==> src/rtl/sdram_pkg.sv <==
// Shared SDRAM command encodings, arbiter state encodings and default bus widths.
// Commands are {CS_N, RAS_N, CAS_N, WE_N}.
package sdram_pkg;

    localparam int ADDR_W_DEF = 13;
    localparam int BA_W_DEF   = 2;

    localparam logic [3:0] CMD_NOP  = 4'b0111;
    localparam logic [3:0] CMD_PRE  = 4'b0010;
    localparam logic [3:0] CMD_AREF = 4'b0001;
    localparam logic [3:0] CMD_ACT  = 4'b0011;
    localparam logic [3:0] CMD_WR   = 4'b0100;
    localparam logic [3:0] CMD_RD   = 4'b0101;
    localparam logic [3:0] CMD_MRS  = 4'b0000;

    typedef enum logic [4:0] {
        S_INIT  = 5'b00001,
        S_ARBIT = 5'b00010,
        S_AREF  = 5'b00100,
        S_WRITE = 5'b01000,
        S_READ  = 5'b10000
    } state_t;

endpackage

==> src/rtl/sdram_req_latch.sv <==
// Pending-request latch: a one-cycle trigger sets the bit, the grant clears it.
// Latency: pend is visible the cycle after trig; a trig in the clearing cycle wins.
// No backpressure: repeated triggers while pending merge into one request.
module sdram_req_latch (
    input  logic clk,
    input  logic rst_n,
    input  logic trig,
    input  logic clr,
    output logic pend
);

    always_ff @(posedge clk or negedge rst_n) begin
        if (!rst_n) begin
            pend <= 1'b0;
        end else begin
            pend <= trig | (pend & ~clr);
        end
    end

endmodule

==> src/rtl/sdram_arbit.sv <==
// SDRAM command-bus arbiter: init hold-off, then refresh > write > read grants.
// Latency: grant pulse and bus handover one cycle after the winning request is sampled.
// Backpressure: requests stay pending until granted; a watchdog reclaims stuck grants.
module sdram_arbit
    import sdram_pkg::*;
#(
    parameter int TIMEOUT = 1024,
    parameter int ADDR_W  = ADDR_W_DEF,
    parameter int BA_W    = BA_W_DEF
) (
    input  logic              CLOCK_50,
    input  logic              rst_n,
    input  logic              wr_trig,
    input  logic              rd_trig,
    input  logic              init_end,
    input  logic [3:0]        init_cmd,
    input  logic [ADDR_W-1:0] init_addr,
    input  logic              aref_req,
    input  logic              aref_end,
    input  logic [3:0]        aref_cmd,
    input  logic [ADDR_W-1:0] aref_addr,
    input  logic              wr_end,
    input  logic [3:0]        wr_cmd,
    input  logic [ADDR_W-1:0] wr_addr,
    input  logic [BA_W-1:0]   wr_ba,
    input  logic              wr_dq_oe,
    input  logic              rd_end,
    input  logic [3:0]        rd_cmd,
    input  logic [ADDR_W-1:0] rd_addr,
    input  logic [BA_W-1:0]   rd_ba,
    output logic              aref_en,
    output logic              wr_en,
    output logic              rd_en,
    output logic [3:0]        sdram_cmd,
    output logic [ADDR_W-1:0] sdram_addr,
    output logic [BA_W-1:0]   sdram_ba,
    output logic              sdram_cke,
    output logic              dq_oe,
    output logic              grant_err
);

    localparam int WD_W = $clog2(TIMEOUT + 1);

    state_t          state;
    logic [WD_W-1:0] wd;
    logic            wr_pend;
    logic            rd_pend;
    logic            grant_aref;
    logic            grant_wr;
    logic            grant_rd;
    logic            end_hit;
    logic            wd_expired;

    sdram_req_latch u_wr_latch (
        .clk   (CLOCK_50),
        .rst_n (rst_n),
        .trig  (wr_trig),
        .clr   (grant_wr),
        .pend  (wr_pend)
    );

    sdram_req_latch u_rd_latch (
        .clk   (CLOCK_50),
        .rst_n (rst_n),
        .trig  (rd_trig),
        .clr   (grant_rd),
        .pend  (rd_pend)
    );

    // Arbitration decision, taken only while idle in S_ARBIT.
    always_comb begin
        grant_aref = 1'b0;
        grant_wr   = 1'b0;
        grant_rd   = 1'b0;
        if (state == S_ARBIT) begin
            if (aref_req)     grant_aref = 1'b1;
            else if (wr_pend) grant_wr   = 1'b1;
            else if (rd_pend) grant_rd   = 1'b1;
        end
    end

    // End strobes only count in their own grant state.
    assign end_hit = ((state == S_AREF)  && aref_end) ||
                     ((state == S_WRITE) && wr_end)   ||
                     ((state == S_READ)  && rd_end);

    assign wd_expired = (wd == WD_W'(TIMEOUT - 1));

    always_ff @(posedge CLOCK_50 or negedge rst_n) begin
        if (!rst_n) begin
            state     <= S_INIT;
            aref_en   <= 1'b0;
            wr_en     <= 1'b0;
            rd_en     <= 1'b0;
            grant_err <= 1'b0;
            sdram_cke <= 1'b0;
            wd        <= '0;
        end else begin
            sdram_cke <= 1'b1;
            aref_en   <= 1'b0;
            wr_en     <= 1'b0;
            rd_en     <= 1'b0;
            grant_err <= 1'b0;
            case (state)
                S_INIT: begin
                    if (init_end) state <= S_ARBIT;
                end
                S_ARBIT: begin
                    wd <= '0;
                    if (grant_aref) begin
                        state   <= S_AREF;
                        aref_en <= 1'b1;
                    end else if (grant_wr) begin
                        state <= S_WRITE;
                        wr_en <= 1'b1;
                    end else if (grant_rd) begin
                        state <= S_READ;
                        rd_en <= 1'b1;
                    end
                end
                S_AREF, S_WRITE, S_READ: begin
                    if (end_hit) begin
                        state <= S_ARBIT;
                    end else if (wd_expired) begin
                        state     <= S_ARBIT;
                        grant_err <= 1'b1;
                    end else begin
                        wd <= wd + WD_W'(1);
                    end
                end
                default: state <= S_INIT;
            endcase
        end
    end

    // Pin mux; until CKE is up (i.e. in or just out of reset) the pins idle at NOP.
    always_comb begin
        sdram_cmd  = CMD_NOP;
        sdram_addr = '0;
        sdram_ba   = '0;
        dq_oe      = 1'b0;
        case (state)
            S_INIT: begin
                if (sdram_cke) begin
                    sdram_cmd  = init_cmd;
                    sdram_addr = init_addr;
                end
            end
            S_AREF: begin
                sdram_cmd  = aref_cmd;
                sdram_addr = aref_addr;
            end
            S_WRITE: begin
                sdram_cmd  = wr_cmd;
                sdram_addr = wr_addr;
                sdram_ba   = wr_ba;
                dq_oe      = wr_dq_oe;
            end
            S_READ: begin
                sdram_cmd  = rd_cmd;
                sdram_addr = rd_addr;
                sdram_ba   = rd_ba;
            end
            default: ;
        endcase
    end

endmodule

==> config.mk <==
export PLATFORM = sky130hd
export DESIGN_NAME = sdram_arbit
export DESIGN_NICKNAME = d
export VERILOG_FILES = /design/src/rtl/sdram_pkg.sv /design/src/rtl/sdram_req_latch.sv /design/src/rtl/sdram_arbit.sv
export SDC_FILE = /design/constraint.sdc
export NUM_CORES = 1
export LEC_CHECK = 0
export CELL_PAD_IN_SITES_DETAIL_PLACEMENT = 1
export CELL_PAD_IN_SITES_GLOBAL_PLACEMENT = 1
export CORE_AREA = 2 2 63 65
export CTS_CLUSTER_DIAMETER = 150
export CTS_CLUSTER_SIZE = 16
export DETAILED_ROUTE_END_ITERATION = 16
export DIE_AREA = 0 0 65 67
export DONT_BUFFER_PORTS = 1
export GPL_ROUTABILITY_DRIVEN = 1
export GPL_TIMING_DRIVEN = 0
export MAX_ROUTING_LAYER = met4
export PLACE_DENSITY = 0.78
export SETUP_SLACK_MARGIN = 0.1
export SLEW_MARGIN = 20
export SYNTH_ARGS = -nofsm -noshare
export SYNTH_HDL_FRONTEND = slang
export SYNTH_SLANG_ARGS = --single-unit
export TNS_END_PERCENT = 100
==> constraint.sdc <==
create_clock -name CLOCK_50 -period 5.7 [get_ports CLOCK_50]
set_input_delay 1.71 -clock CLOCK_50 [delete_from_list [all_inputs] [get_ports CLOCK_50]]
set_output_delay 1.71 -clock CLOCK_50 [all_outputs]
set_load 0.02 [all_outputs]
* Yosys cells after proc, flatten, opt, wreduce, memory -nomap -nowiden *
Cells that the tools add are included.

operators by class
  eq/ne operators = 11
  mux-type cells = 37
  $add $sub $neg = 1
  reductions and logical operators = 9
  bitwise operators = 6

operators with widths
  cell                                              count
  one-hot mux 13 bit (4 select lines)               1
  two-way mux 5 bit                                 6
  two-way mux 1 bit                                 22
  two-way mux 11 bit                                2
  one-hot mux 11 bit (2 select lines)               1
  one-hot mux 4 bit (4 select lines)                1
  one-hot mux 5 bit (3 select lines)                1
  two-way mux 13 bit                                1
  adder 11 x 1 -> 11 bit (second input constant)    1
  == test 11 x 10 -> 1 bit (second input constant)  1
  != test 2 bit (second input constant)             3
  AND reduction 3 bit                               2
  == test 5 x 1 -> 1 bit (second input constant)    1
  == test 5 x 2 -> 1 bit (second input constant)    1
  == test 5 x 3 -> 1 bit (second input constant)    1
  == test 5 x 4 -> 1 bit (second input constant)    1
  == test 5 bit (second input constant)             1
  two-way mux 4 bit                                 1
  != test 4 x 2 -> 1 bit (second input constant)    1
  one-hot mux 2 bit (2 select lines)                1
  logical AND 1 bit                                 3
  != test 3 bit (second input constant)             1
  OR reduction 3 bit                                1
  AND 1 bit                                         2
  other kinds (4)                                   7

storage, ports and cells
  register bits = 23
  input port bits = 82

* Longest topological paths before layout *
  depth in word-level cells = 8
  gate-level depth with buffers = 7

* Modules after synthesis *
From an unflattened synthesis, not the netlist that was laid out.

unflattened totals
  cells, all modules = 210
  area total of the unflattened synthesis = 1722.9 um^2

by module, submodules not included
  module           cells an instance  area an instance (um^2)  instances
  sdram_arbit      204                1650.3                   1
  sdram_req_latch  3                  36.3                     2

* Least setup slack after synthesis *
Ideal clock, no wire load.

  path type = input port to output port
  from = input port wr_addr[0]
  to = output port sdram_addr[0]
  arrival time = 2181 ps
  path buffers = 0
  stages on the path = 2
  setup slack = 1809 ps
  cell sequence = a222oi_1 nand2_1

on the way
  longest elaborated chain between the ends = 1

ends and longest elaborated chain
  what                                 RTL line            RTL
  start: declaration                   sdram_arbit.sv:24   input logic [ADDR_W-1:0] wr_addr,
  one-hot mux 13 bit (4 select lines)  sdram_arbit.sv:142  case (state)
  end: declaration                     sdram_arbit.sv:35   output logic [ADDR_W-1:0] sdram_addr,

Every way passes these cells.

* Worst setup path in the final report *
  from = register state[3]
  to = output port sdram_addr[2]

on the way
  longest elaborated chain between the ends = 2
  elaborated cells between the ends (all ways) = 5
  classes of those cells = 4 x eq/ne; 1 x mux

ends and longest elaborated chain
  what                                   RTL line            RTL
  start: declaration                     sdram_arbit.sv:44   state_t state;
  start signal: assignment               sdram_arbit.sv:91   state <= S_INIT;
  start signal: assignment               sdram_arbit.sv:106  if (init_end) state <= S_ARBIT;
  start signal: assignment               sdram_arbit.sv:111  state <= S_AREF;
  == test 5 bit (tied with other cells)  sdram_arbit.sv:142
  one-hot mux 13 bit (4 select lines) *  sdram_arbit.sv:142

Every way passes the cells marked *; elsewhere a longest branch is shown, timed or not.

==> flow_summary.json <==
{
  "ys_seq_elements": 23,
  "cts.sinks": 23,
  "place_inst": 244,
  "switching_share": 0.497,
  "diodes": 0,
  "antenna_found_initial": 0,
  "grt_pass1_wl_um": 7800,
  "clock_latency_ns": 0.27,
  "tritoncts": "built",
  "start_util": 0.449,
  "clockPowerShare": 0.138,
  "groute.usage.overall": 0.242,
  "via_per_inst": 6.55,
  "cp.arrival_ns": 2.38,
  "hold_violations": 0,
  "powerDensity_mw_per_mm2": 428,
  "hpwlAfterDp_um": 4090,
  "p_switching_mw": 0.367,
  "overflow": 0,
  "end_kind": "output pin",
  "vias": 1624,
  "yosys-top-cells-count": "nand2_1 (36), dfrtp_1 (22), a222oi_1 (14), nor2_1 (14), nand3_1 (13)",
  "max_freq_mhz": 245,
  "ys_seq_area_frac": 0.356,
  "setup_tns_ns": 0,
  "crit_required_ns": 3.99,
  "synth_cells": 196,
  "die_area_mm2": 0.00436,
  "ctsResizeCount": 0,
  "peakVddDrop_mv": 0.155,
  "startpoint_type": "flop",
  "design_area_mm2": 0.00172,
  "route.detailed.drc": 0,
  "synthTopCellsByArea": "dfrtp_1 (34%), a222oi_1 (8.7%), nand2_1 (8.3%)",
  "pin_count": 107,
  "stdcell_count": 248,
  "syn_avg_cell_area_um2": 8.26,
  "final_antenna_net_count": 0,
  "synth_flop_cell": "dfrtp_1",
  "syn_to_final_growth_pct": 6.49,
  "cts_max_level": 1,
  "skew_ns": 0.00385,
  "num_rows": 22,
  "placed_cell_area_mm2": 0.00168,
  "grt_max_degree": 24,
  "setup_viol": 0,
  "wirelength_um": 5090,
  "synth_edf_count": 0,
  "finalCritPeriodShare": 0.717,
  "path_max_fanout": 10,
  "clkTransAtPathRegs_ns": 0.08,
  "drv_slew": 0,
  "cts_setup_buffers": 0,
  "die_x_um": 65,
  "core_mm2": 0.00361,
  "max-cap-violations": 0,
  "combPwrFrac": 0.531,
  "synth_top_area_frac": 0.340,
  "rsz0062_at_grt": "false",
  "ys_types": 45,
  "synth_warnings": 0,
  "rrSetupSlack_ns": 3.67,
  "p_seq_frac": 0.331,
  "drive_above_1_share": 0.125,
  "synth_nets": 279,
  "place_congestion": 0.802,
  "ys_async_sr_fraction": 1.00,
  "postLayoutCoreUtil": 0.478,
  "hold_slack_ns": 0.501,
  "setup.worst_path.class": "flop to output pin",
  "portBuffers": 0,
  "grtUsageMet1": 0.278,
  "synthMostInstantiatedCell": "nand2_1",
  "layout_min_cycle_time_ns": 4.09,
  "hold_class": "flop to flop",
  "drt_pass1_iterations": 4,
  "leakagePower_nw": 0.819,
  "met3_usage": 0.0355,
  "fin_nets": 284,
  "grt_most_used_layer": "met2",
  "drt-wirelength-per-cell_um": 20.5,
  "cts_buffer_depth": 2,
  "cts_hold_buf": 0,
  "grt_pass1_vias": 1577,
  "cts_buffers": 3,
  "syn_area_mm2": 0.00162,
  "root_buffer": "clkbuf_8",
  "synth_top_area_cell": "dfrtp_1",
  "drtIter0Drc": 125,
  "use_met2": 0.434,
  "status": "complete, no violations",
  "p_int_mw": 0.372,
  "die_h_um": 67
}
## worst paths after layout
path / startpoint / endpoint / cells past startpoint
max in group asynchronous: rst_n / state[0] / 0
min in group asynchronous: rst_n / u_rd_latch.pend / 0
hold / removal: wd[10] / wd[10] / 2
setup reg to reg: wd[0] / state[2] / 7
hold reg to reg: wd[10] / wd[10] / 2
setup / recovery: state[3] / sdram_addr[2] / 7
## layer usage
layer	wire, um	up-vias
met5	0	-
met4	57	0
met2	2770	79
li1	-	737
met1	1960	803
met3	298	5
## sequential cells by signal, summed over array words and instances, names as in the netlist
register / count
wd: 11
state: 5
sdram_cke: 1
wr_en: 1
rd_en: 1
u_wr_latch.pend: 1
u_rd_latch.pend: 1
grant_err: 1
aref_en: 1
## through the flow
stage               power [mW]  setup WS, ns
floorplan                0.556          1.81
global placement         0.617          1.61
detailed placement       0.638          1.62
CTS                      0.740          1.62
global route             0.791          1.49
finish                   0.738          1.61
## final cells by class
class / instances / area (um^2)
inverter: 9 / 33.8
clock buffer: 4 / 45.0
fill: 455 / 1880
sequential: 23 / 577
buffer: 13 / 78.8
tap: 48 / 60.1
multi-input combinational: 151 / 930
## worst max-delay path, stage by stage, from the launching register on
cell and delay (ns):
dfrtp_1 0.38, buf_6 0.14, or3b_4 0.42, nor3_1 0.28, buf_2 0.29, buf_2 0.25, a222oi_1 0.12, nand2_1 0.21
## kinds of logic after synthesis
| logic type | count (synthesis) | share of synthesized area |
|---|---|---|
| XOR/XNOR | 2 | 0.0108 |
| multiplexers | 4 | 0.0255 |
| buffers and inverters | 22 | 0.0695 |
| AO/OA/AOI/OAI | 48 | 0.230 |
| AND/OR/NAND/NOR | 95 | 0.298 |
| other | 1 | 0.00232 |
| adder cells (fa/ha/maj) | 1 | 0.00773 |
| flip-flops | 23 | 0.356 |
## power by group through the flow
| stage | Sequential (mW) | Combinational, mW | Clock [mW] |
|---|---|---|---|
| after floorplan | 0.236 | 0.319 | 0 |
| after global placement | 0.243 | 0.373 | 0 |
| after detailed placement | 0.247 | 0.391 | 0 |
| after CTS | 0.244 | 0.392 | 0.104 |
| after global routing | 0.252 | 0.431 | 0.108 |
| final | 0.245 | 0.392 | 0.102 |
## layout by cell type, fill, tap and decap left out, types with 4 or more instances in the layout
cell,count
a21oi_1,9
nor2_1,14
nand2_1,36
a222oi_1,14
and3_1,6
clkbuf_1,7
nand3_1,13
inv_1,9
a31oi_1,4
dfrtp_1,22
nor3_1,4
clkbuf_8,4
nand4_1,4
No activity file was read; power rests on OpenSTA's default activity.
